--- src/rtl/posi_satd_cost_ctrl_pkg.sv ---
// Shared definitions for the post-intra SATD cost controller.
// - SIZE_* : CU size codes carried on size_i / tp_size_o
// - state_e: controller FSM states
// - last_beat_of / blocks_of: per-size beat and partial-sum counts
package posi_satd_cost_ctrl_pkg;

    localparam logic [1:0] SIZE_04 = 2'd0;
    localparam logic [1:0] SIZE_08 = 2'd1;
    localparam logic [1:0] SIZE_16 = 2'd2;
    localparam logic [1:0] SIZE_32 = 2'd3;

    typedef enum logic [1:0] {
        ST_IDLE,
        ST_ISSUE,
        ST_DRAIN,
        ST_DONE
    } state_e;

    // Index of the final row-pair beat for a CU (beats - 1).
    function automatic logic [5:0] last_beat_of(input logic [1:0] sz);
        case (sz)
            SIZE_04: return 6'd0;
            SIZE_08: return 6'd3;
            SIZE_16: return 6'd15;
            default: return 6'd63;
        endcase
    endfunction

    // Number of 8x8 (or single 4x4) partial sums the datapath returns.
    function automatic logic [4:0] blocks_of(input logic [1:0] sz);
        case (sz)
            SIZE_04: return 5'd1;
            SIZE_08: return 5'd1;
            SIZE_16: return 5'd4;
            default: return 5'd16;
        endcase
    endfunction

endpackage

--- src/rtl/posi_satd_cost_ctrl_if.sv ---
// Datapath-side bus of the SATD cost controller.
// - rd_val_o/rd_blk_o/rd_row_o : residual beat request (controller -> read port)
// - tp_val_o/tp_size_o         : transpose buffer strobe and CU size
// - sum_val_i/sum_dat_i        : per-block partial sum from the vertical stage
interface posi_satd_cost_ctrl_if #(
    parameter int SUM_WIDTH = 16
);
    logic                 rd_val_o;
    logic [3:0]           rd_blk_o;
    logic [1:0]           rd_row_o;
    logic                 tp_val_o;
    logic [1:0]           tp_size_o;
    logic                 sum_val_i;
    logic [SUM_WIDTH-1:0] sum_dat_i;

    modport master (
        output rd_val_o, rd_blk_o, rd_row_o, tp_val_o, tp_size_o,
        input  sum_val_i, sum_dat_i
    );

    modport slave (
        input  rd_val_o, rd_blk_o, rd_row_o, tp_val_o, tp_size_o,
        output sum_val_i, sum_dat_i
    );
endinterface

--- src/rtl/posi_satd_cost_acc.sv ---
// Saturating partial-sum accumulator with size-dependent rounding.
// - i_clr  : clear accumulator (DONE cycle)
// - i_add  : add i_dat this cycle (saturating at 2^COST_WIDTH-1)
// - i_load : capture rounded cost of the post-add value into o_cost
// - i_size : CU size, selects >>1 (4x4) or >>2 rounding
// - o_cost : held rounded cost
module posi_satd_cost_acc
    import posi_satd_cost_ctrl_pkg::*;
#(
    parameter int SUM_WIDTH  = 16,
    parameter int COST_WIDTH = 20
) (
    input  logic                  clk,
    input  logic                  rst,
    input  logic                  i_clr,
    input  logic                  i_add,
    input  logic [SUM_WIDTH-1:0]  i_dat,
    input  logic                  i_load,
    input  logic [1:0]            i_size,
    output logic [COST_WIDTH-1:0] o_cost
);
    logic [COST_WIDTH-1:0] r_acc;
    logic [COST_WIDTH:0]   w_sum;
    logic [COST_WIDTH-1:0] w_acc_nxt;
    logic [COST_WIDTH:0]   w_rnd;
    logic [COST_WIDTH-1:0] w_rnd_sat;
    logic [COST_WIDTH-1:0] w_cost;

    always_comb begin
        w_sum     = {1'b0, r_acc} + (COST_WIDTH+1)'(i_dat);
        w_acc_nxt = r_acc;
        if (i_add)
            w_acc_nxt = w_sum[COST_WIDTH] ? '1 : w_sum[COST_WIDTH-1:0];
        // Rounding is applied to the value including this cycle's strobe,
        // and clamped before the shift so a saturated acc never wraps.
        w_rnd     = {1'b0, w_acc_nxt} +
                    ((i_size == SIZE_04) ? (COST_WIDTH+1)'(1) : (COST_WIDTH+1)'(2));
        w_rnd_sat = w_rnd[COST_WIDTH] ? '1 : w_rnd[COST_WIDTH-1:0];
        w_cost    = (i_size == SIZE_04) ? (w_rnd_sat >> 1) : (w_rnd_sat >> 2);
    end

    always_ff @(posedge clk) begin
        if (rst) begin
            r_acc  <= '0;
            o_cost <= '0;
        end else begin
            r_acc <= i_clr ? '0 : w_acc_nxt;
            if (i_load)
                o_cost <= w_cost;
        end
    end
endmodule

--- src/rtl/posi_satd_cost_ctrl.sv ---
// Post-intra SATD cost sequencer: one cost evaluation per CU.
// - start_i/size_i : request (sampled in IDLE only)
// - busy_o         : accepted start through DONE cycle
// - dp (master)    : beat requests, transpose strobe, partial sums back
// - done_o/cost_o  : one-cycle completion pulse, held rounded cost
module posi_satd_cost_ctrl
    import posi_satd_cost_ctrl_pkg::*;
#(
    parameter int SUM_WIDTH  = 16,
    parameter int COST_WIDTH = 20
) (
    input  logic                  clk,
    input  logic                  rst,
    input  logic                  start_i,
    input  logic [1:0]            size_i,
    output logic                  busy_o,
    posi_satd_cost_ctrl_if.master dp,
    output logic                  done_o,
    output logic [COST_WIDTH-1:0] cost_o
);
    state_e     r_state;
    state_e     w_state_nxt;
    logic [1:0] r_size;
    logic [5:0] r_beat;
    logic [4:0] r_ret;
    logic       r_tp_val;
    logic       w_accept;
    logic       w_rd_val;
    logic       w_last_beat;
    logic       w_sum_take;
    logic [4:0] w_ret_nxt;

    // Sums count only while ISSUE/DRAIN and only until the expected count.
    always_comb begin
        w_rd_val    = (r_state == ST_ISSUE);
        w_last_beat = (r_beat == last_beat_of(r_size));
        w_sum_take  = dp.sum_val_i &&
                      ((r_state == ST_ISSUE) || (r_state == ST_DRAIN)) &&
                      (r_ret != blocks_of(r_size));
        w_ret_nxt   = r_ret + 5'(w_sum_take);
    end

    always_comb begin
        w_state_nxt = r_state;
        w_accept    = 1'b0;
        case (r_state)
            ST_IDLE: begin
                if (start_i) begin
                    w_state_nxt = ST_ISSUE;
                    w_accept    = 1'b1;
                end
            end
            ST_ISSUE: if (w_last_beat) w_state_nxt = ST_DRAIN;
            ST_DRAIN: if (w_ret_nxt == blocks_of(r_size)) w_state_nxt = ST_DONE;
            ST_DONE:  w_state_nxt = ST_IDLE;
            default:  w_state_nxt = ST_IDLE;
        endcase
    end

    always_ff @(posedge clk) begin
        if (rst) begin
            r_state  <= ST_IDLE;
            r_size   <= '0;
            r_beat   <= '0;
            r_ret    <= '0;
            r_tp_val <= 1'b0;
        end else begin
            r_state  <= w_state_nxt;
            r_tp_val <= w_rd_val;
            if (w_accept)
                r_size <= size_i;
            if (r_state == ST_DONE) begin
                r_beat <= '0;
                r_ret  <= '0;
            end else begin
                r_ret <= w_ret_nxt;
                if ((r_state == ST_ISSUE) && !w_last_beat)
                    r_beat <= r_beat + 6'd1;
            end
        end
    end

    // Beat counter doubles as read address: upper bits block, lower bits row pair.
    assign dp.rd_val_o  = w_rd_val;
    assign dp.rd_blk_o  = r_beat[5:2];
    assign dp.rd_row_o  = r_beat[1:0];
    assign dp.tp_val_o  = r_tp_val;
    assign dp.tp_size_o = r_size;
    assign busy_o       = (r_state != ST_IDLE);
    assign done_o       = (r_state == ST_DONE);

    posi_satd_cost_acc #(
        .SUM_WIDTH (SUM_WIDTH),
        .COST_WIDTH(COST_WIDTH)
    ) u_acc (
        .clk   (clk),
        .rst   (rst),
        .i_clr (r_state == ST_DONE),
        .i_add (w_sum_take),
        .i_dat (dp.sum_dat_i),
        .i_load(w_state_nxt == ST_DONE),
        .i_size(r_size),
        .o_cost(cost_o)
    );
endmodule

--- src/flat_wrapper.sv ---
// flat-port wrapper written by rule: the top's interface ports become plain ports
module posi_satd_cost_ctrl_flat import posi_satd_cost_ctrl_pkg::*;
#(
    parameter int SUM_WIDTH  = 16,
    parameter int COST_WIDTH = 20
)
  (clk, rst, start_i, size_i, busy_o, done_o, cost_o, dp_rd_val_o, dp_rd_blk_o, dp_rd_row_o, dp_tp_val_o, dp_tp_size_o, dp_sum_val_i, dp_sum_dat_i);
  posi_satd_cost_ctrl_if #(.SUM_WIDTH(SUM_WIDTH)) dp_i ();
  input  logic clk;
  input  logic rst;
  input  logic start_i;
  input  logic [1:0] size_i;
  output logic busy_o;
  output logic done_o;
  output logic [COST_WIDTH-1:0] cost_o;
  output wire logic [$bits(dp_i.rd_val_o)-1:0] dp_rd_val_o;
  output wire logic [$bits(dp_i.rd_blk_o)-1:0] dp_rd_blk_o;
  output wire logic [$bits(dp_i.rd_row_o)-1:0] dp_rd_row_o;
  output wire logic [$bits(dp_i.tp_val_o)-1:0] dp_tp_val_o;
  output wire logic [$bits(dp_i.tp_size_o)-1:0] dp_tp_size_o;
  input wire logic [$bits(dp_i.sum_val_i)-1:0] dp_sum_val_i;
  input wire logic [$bits(dp_i.sum_dat_i)-1:0] dp_sum_dat_i;
  assign dp_rd_val_o = dp_i.rd_val_o;
  assign dp_rd_blk_o = dp_i.rd_blk_o;
  assign dp_rd_row_o = dp_i.rd_row_o;
  assign dp_tp_val_o = dp_i.tp_val_o;
  assign dp_tp_size_o = dp_i.tp_size_o;
  assign dp_i.sum_val_i = dp_sum_val_i;
  assign dp_i.sum_dat_i = dp_sum_dat_i;
  posi_satd_cost_ctrl #(.SUM_WIDTH(SUM_WIDTH), .COST_WIDTH(COST_WIDTH)) u_core (.clk(clk), .rst(rst), .start_i(start_i), .size_i(size_i), .busy_o(busy_o), .dp(dp_i), .done_o(done_o), .cost_o(cost_o));
endmodule
--- config.mk ---
export PLATFORM = sky130hd
export DESIGN_NAME = posi_satd_cost_ctrl_flat
export DESIGN_NICKNAME = d
export VERILOG_FILES = /design/src/rtl/posi_satd_cost_ctrl_pkg.sv /design/src/rtl/posi_satd_cost_ctrl_if.sv /design/src/rtl/posi_satd_cost_acc.sv /design/src/rtl/posi_satd_cost_ctrl.sv /design/src/flat_wrapper.sv
export SDC_FILE = /design/constraint.sdc
export NUM_CORES = 1
export LEC_CHECK = 0
export CAP_MARGIN = 20
export CORE_MARGIN = 1
export CORE_UTILIZATION = 50
export CTS_CLUSTER_SIZE = 14
export DETAILED_ROUTE_END_ITERATION = 12
export PLACE_DENSITY_LB_ADDON = 0.2
export SLEW_MARGIN = 5
export SYNTH_ARGS = -nofsm -noshare
export SYNTH_HDL_FRONTEND = slang
export SYNTH_SLANG_ARGS = --single-unit
--- constraint.sdc ---
create_clock -name clk -period 13.9 [get_ports clk]
set_input_delay 2.78 -clock clk [delete_from_list [all_inputs] [get_ports clk]]
set_output_delay 2.78 -clock clk [all_outputs]
set_load 0.005 [all_outputs]
-- Yosys cells after proc, flatten, opt, wreduce, memory -nomap -nowiden
Index checks and enable logic that the tools add are counted.
W data, S select, Z words.
- register bits: 56
- bits of input ports: 22
- output and inout port bits: 32
- logic and storage cells: 44
- add/subtract/negate cells: 4
- equal/unequal tests: 9
- mux-type cells: 14
- reductions and logical operators: 10
- operators with widths (cell ; count):
    $mux W20 ; 3
    $add A20 B16 Y21 ; 1
    $add A20 B2 Y21 ; 1
    $mux W19 ; 1
    $pmux W6 S3 ; 1
    $pmux W5 S2 ; 1
    $eq A2 B2 Y1 const B ; 4
    $mux W2 ; 4
    $pmux W2 S4 ; 1
    $add A6 B1 Y6 const B ; 1
    $eq A6 B6 Y1 ; 1
    $add A5 B1 Y5 ; 1
    $eq A5 B5 Y1 ; 1
    $mux W5 ; 1
    $ne A5 B5 Y1 ; 1
    $eq A2 B1 Y1 const B ; 2
    $logic_not A2 Y1 ; 2
    $reduce_or A2 Y1 ; 2
    $logic_and A1 B1 Y1 ; 3
    $mux W1 ; 2
    $reduce_bool A2 Y1 ; 1
    $logic_not A1 Y1 ; 1
    $logic_or A1 B1 Y1 ; 1

-- Logic depth before layout (Yosys ltp)
- depth after elaboration: 10
- depth in mapped cells: 19
- gate-level depth less buffers: 18

-- Cells and area by module
Synthesis repeated with hierarchy kept, for this count alone.
- cells, all modules: 576
- area, all modules: 4526.8 um^2
- by module, submodules not included (module ; instances ; cells an instance ; area each (um^2) ; sequential area each (um^2)):
    posi_satd_cost_acc ; 1 ; 452 ; 3478.3 ; 780.7
    posi_satd_cost_ctrl ; 1 ; 124 ; 1048.5 ; 320.3

-- Worst setup path after synthesis
No wires, ideal clock.
- kind: input to register
- start: in dp_sum_dat_i[0]
- end: reg u_core.u_acc.o_cost[16]
- setup time: 0.128 ns
- arrival: 6.597 ns
- data required time: 13.772 ns
- path slack: 7.175 ns
- cell stages on the path: 19
- path buffers: 1
- cell sequence: ha_1 -> fa_1 -> a211oi_2 -> o31ai_4 -> o211ai_4 -> a2111oi_4 -> nand2b_1 -> buf_4 -> o22ai_1 -> inv_1 -> ha_1 -> a21oi_1 -> a21oi_1 -> o41ai_1 -> and4bb_2 -> nand3b_1 -> or4_1 -> a21oi_1 -> o211ai_1
- longest elaborated chain between the ends: 6
- ends and longest elaborated chain (element ; line ; text):
    from (decl) ; flat_wrapper.sv:22 ; input wire logic [$bits(dp_i.sum_dat_i)-1:0] dp_sum_dat_i;
    $add A20 B16 Y21 ; posi_satd_cost_acc.sv:30 ; w_sum = {1'b0, r_acc} + (COST_WIDTH+1)'(i_dat);
    $mux W20 ; posi_satd_cost_acc.sv:33 ; w_acc_nxt = w_sum[COST_WIDTH] ? '1 : w_sum[COST_WIDTH-1:0];
    $mux W20 ; posi_satd_cost_acc.sv:32 ; if (i_add)
    via u_core.u_acc.w_acc_nxt[1] ; posi_satd_cost_acc.sv:24 ; logic [COST_WIDTH-1:0] w_acc_nxt;
    $add A20 B2 Y21 ; posi_satd_cost_acc.sv:36 ; w_rnd = {1'b0, w_acc_nxt} +
    $mux W20 ; posi_satd_cost_acc.sv:38 ; w_rnd_sat = w_rnd[COST_WIDTH] ? '1 : w_rnd[COST_WIDTH-1:0];
    $mux W19 ; posi_satd_cost_acc.sv:39 ; w_cost = (i_size == SIZE_04) ? (w_rnd_sat >> 1) : (w_rnd_sat >> 2);
    to (signal assigned) ; posi_satd_cost_acc.sv:49 ; o_cost <= w_cost;
    to (decl) ; posi_satd_cost_acc.sv:20 ; output logic [COST_WIDTH-1:0] o_cost
The timed path passes the listed nets, and every way through them passes these cells.
A chain may end at the register's enable or synchronous reset.

-- Final worst setup path
Same ends and word-level chain as after synthesis.

==> flow_metrics.tcl <==
set metrics [dict create \
    outcome "completed" \
    grt_max_degree 32 \
    port_buffers 52 \
    synth_edf_count 0 \
    start_util 0.515 \
    start_kind "input pin" \
    dieArea_um2 8790 \
    met3_length_um 396 \
    p_total_w 0.000528 \
    grt_pass1_vias 3761 \
    via_per_inst 6.03 \
    whs_ns 0.499 \
    drc 0 \
    cp_max_fo 9 \
    cts.htree.levels 2 \
    post_cts_resized 0 \
    antenna_found_initial 0 \
    min_path_cells 2 \
    rows 33 \
    clock_path_buffers 2 \
    crit_required_ns 14.08 \
    die_w_um 93.7 \
    hold_buffers 0 \
    finClkSkew_ns 0.0158 \
    synth_flop_cell "dfxtp_1" \
    worst_setup_path_startpoint "dp_sum_dat_i[0]" \
    finalWeightedCongestion 0.923 \
    die_h_um 93.7 \
    nFillCells 758 \
    vias 3962 \
    wl_met1_um 4800 \
    path_cells "clkdlybuf4s50_1 > ha_1 > fa_1 > a211oi_2 > o31ai_4 > o211ai_4 > a2111oi_4 > nand2b_1 > o22ai_1 > inv_1 > ha_1 > a21oi_1 > a21oi_1 > o41ai_1 > and4bb_2 > nand3b_1 > or4_1 > a21oi_1 > o211ai_1" \
    drive_gt1_frac 0.0833 \
    avgSynthCellArea_um2 8.09 \
    ir_worst_vdd_uv 56.6 \
    finalSetupViolCount 0 \
    cts_tree "yes" \
    crit_type "input pin to flip-flop" \
    overflow 0 \
    routed_wl_um 10300 \
    rsz0062_at_grt "no" \
    yosys_warnings 0 \
    static-leakage-power_nw 1.83 \
    r2r_cells 16 \
    track_usage 0.243 \
    final_antenna_net_count 0 \
    cts-root-buf "clkbuf_8" \
    syn_nets 569 \
    layout_commonest_cell "nor2_1" \
    critPathSlowestCell "or4_1" \
    synth_area_leaders "dfxtp_1, ha_1, nor2_1" \
    synthArstFlopShare 0 \
    cts_setup_buffers 0 \
    syn-instance-count 520 \
    netlist_area_um2 4210 \
    numCtsBuffers 5 \
    syn2layout_area_growth_pct 15.1 \
    cp-end-kind "flip-flop" \
    cp_slowest_stage_delay_ns 0.52 \
    grt_pass1_wl_um 17200 \
    most-common-layout-cells "nor2_1, dfxtp_1, clkdlybuf4s50_1, nand2_1, ha_1" \
    antennaDiodeCount 0 \
    highest_layer "met4" \
    cp.arrival_ns 7.59 \
    clkSinkCount 55 \
    slew_headroom 0.283 \
    dp.final_hpwl_um 7820 \
    yosysSeqAreaShare 0.262 \
    crit_buf_inv 2 \
    finalCriticalPeriod_ns 7.41 \
    timing.setup.tns_ns 0 \
    core_um2 8180 \
    fmax_mhz 135 \
    min_to "u_core.u_acc.o_cost[18]" \
    finalHoldViolCount 0 \
    cpLargestDelayFamily "compound AO/OA/AOI/OAI gates" \
    ys_types 81 \
    yosysTopAreaCell "dfxtp_1" \
    rrSetupSlack_ns 8.52 \
    hold_start "u_core.u_acc.o_cost[18]" \
    num-nets-final 600 \
    r2r_end "u_core.u_acc.o_cost[6]" \
    regToRegStartpoint "u_core.dp.tp_size_o[1]" \
    cap_viol_max_count 0 \
    worstSkewPairLatency_ns 0.31 \
    drv_slew 0 \
    crit_top_cell "a21oi_1" \
    dr_wl_met2_um 4920 \
    io_pins 54 \
    ys_ff_latch 55 \
    synth_top_area_share 0.262 \
    finalCritPeriodShare 0.533 \
    hp-class "flip-flop to flip-flop" \
    firstDrtPassIters 5 \
    powerDensity_nw_per_um2 109 \
    worstMarginPinSlew_ns 1.07 \
    drt_iter0_drc 201 \
    wl_per_cell_um 15.7 \
    clkTransAtPathRegs_ns 0.10 \
]
[layout make-up]
type	count	area, um2	share of cell area
Sequential cell	55	1100	0.227
Clock inverter	3	46.3	0.00956
Tap cell	105	131	0.0271
Clock buffer	5	68.8	0.0142
Multi-Input combinational cell	422	2910	0.601
Timing Repair Buffer	54	536	0.111
Inverter	13	48.8	0.0101
[Yosys cell counts (7+ instances only)]
library cell and instances:
or3_1 8, o211ai_1 9, xor2_1 14, inv_1 13, nor2_1 74, a21oi_1 24
dfxtp_1 55, buf_2 8, o22ai_1 10, nand3_1 20, clkbuf_1 16, a211oi_2 11
nand2_1 51, ha_1 25, mux2i_1 7, nand4_1 8, o21ai_0 19, nor3_1 10
a211oi_1 7, xnor2_1 12, a21o_1 9
[worst max path at each step]
stage | cells after the start | slack [ns] | end
CTS | 19 | 6.53 | u_core.u_acc.o_cost[16]
global route | 19 | 6.18 | u_core.u_acc.o_cost[16]
global placement | 19 | 6.42 | u_core.u_acc.o_cost[16]
finish | 19 | 6.49 | u_core.u_acc.o_cost[16]
detailed placement | 19 | 6.22 | u_core.u_acc.o_cost[16]
floorplan | 19 | 7.18 | u_core.u_acc.o_cost[16]
[report_power, final]
part / total, W / switching (W) / internal [W]
clock: 0.000110 / 0.0000559 / 0.0000544
sequential: 0.000188 / 0.0000149 / 0.000173
combinational: 0.000229 / 0.000135 / 0.0000945
[flip-flops by register name (all words and copies together), names as in the netlist]
| signal | flops |
|---|---|
| u_core.u_acc.o_cost | 19 |
| u_core.r_state | 2 |
| u_core.dp.tp_val_o | 1 |
| u_core.r_beat | 6 |
| u_core.r_ret | 5 |
| u_core.dp.tp_size_o | 2 |
| u_core.u_acc.r_acc | 20 |
[per-stage QoR]
step	setup slack [ns]	std cells	util	instance area, um2
finish	6.49	657	0.592	4840
global route	6.18	657	0.592	4840
CTS	6.53	657	0.592	4840
detailed placement	6.22	649	0.578	4730
global placement	6.42	649	0.578	4730
floorplan	7.18	520	-	4210
[cells by family (layout without fill, tap and decap cells)]
| kind of cell | Yosys count | after routing | synth area share |
|---|---|---|---|
| multiplexers | 8 | 8 | 0.0193 |
| other | 1 | 1 | 0.000891 |
| buffers and inverters | 43 | 75 | 0.0464 |
| AO/OA/AOI/OAI | 142 | 142 | 0.277 |
| flip-flops | 55 | 55 | 0.262 |
| XOR/XNOR | 26 | 26 | 0.0541 |
| AND/OR/NAND/NOR | 218 | 218 | 0.257 |
| adder cells (fa/ha/maj) | 27 | 27 | 0.0839 |
[worst register-to-register path, delay by kind of cell (launching register included)]
kind | cells | cell delay (ns)
buffers and inverters | 2 | 0.86
xor gates and xnor gates | 1 | 0.28
adders and majority gates | 2 | 0.58
AOI/OAI and AO/OA | 7 | 1.96
DFF | 1 | 0.63
and+or+nand+nor | 4 | 1.00
[per-layer routing]
metal,global-route usage,vias to the layer above
met2,0.417,93
met3,0.0324,18
met5,0,-
li1,-,1970
met1,0.315,1881
met4,0.0782,0
Power figures use the tool's default switching activity.
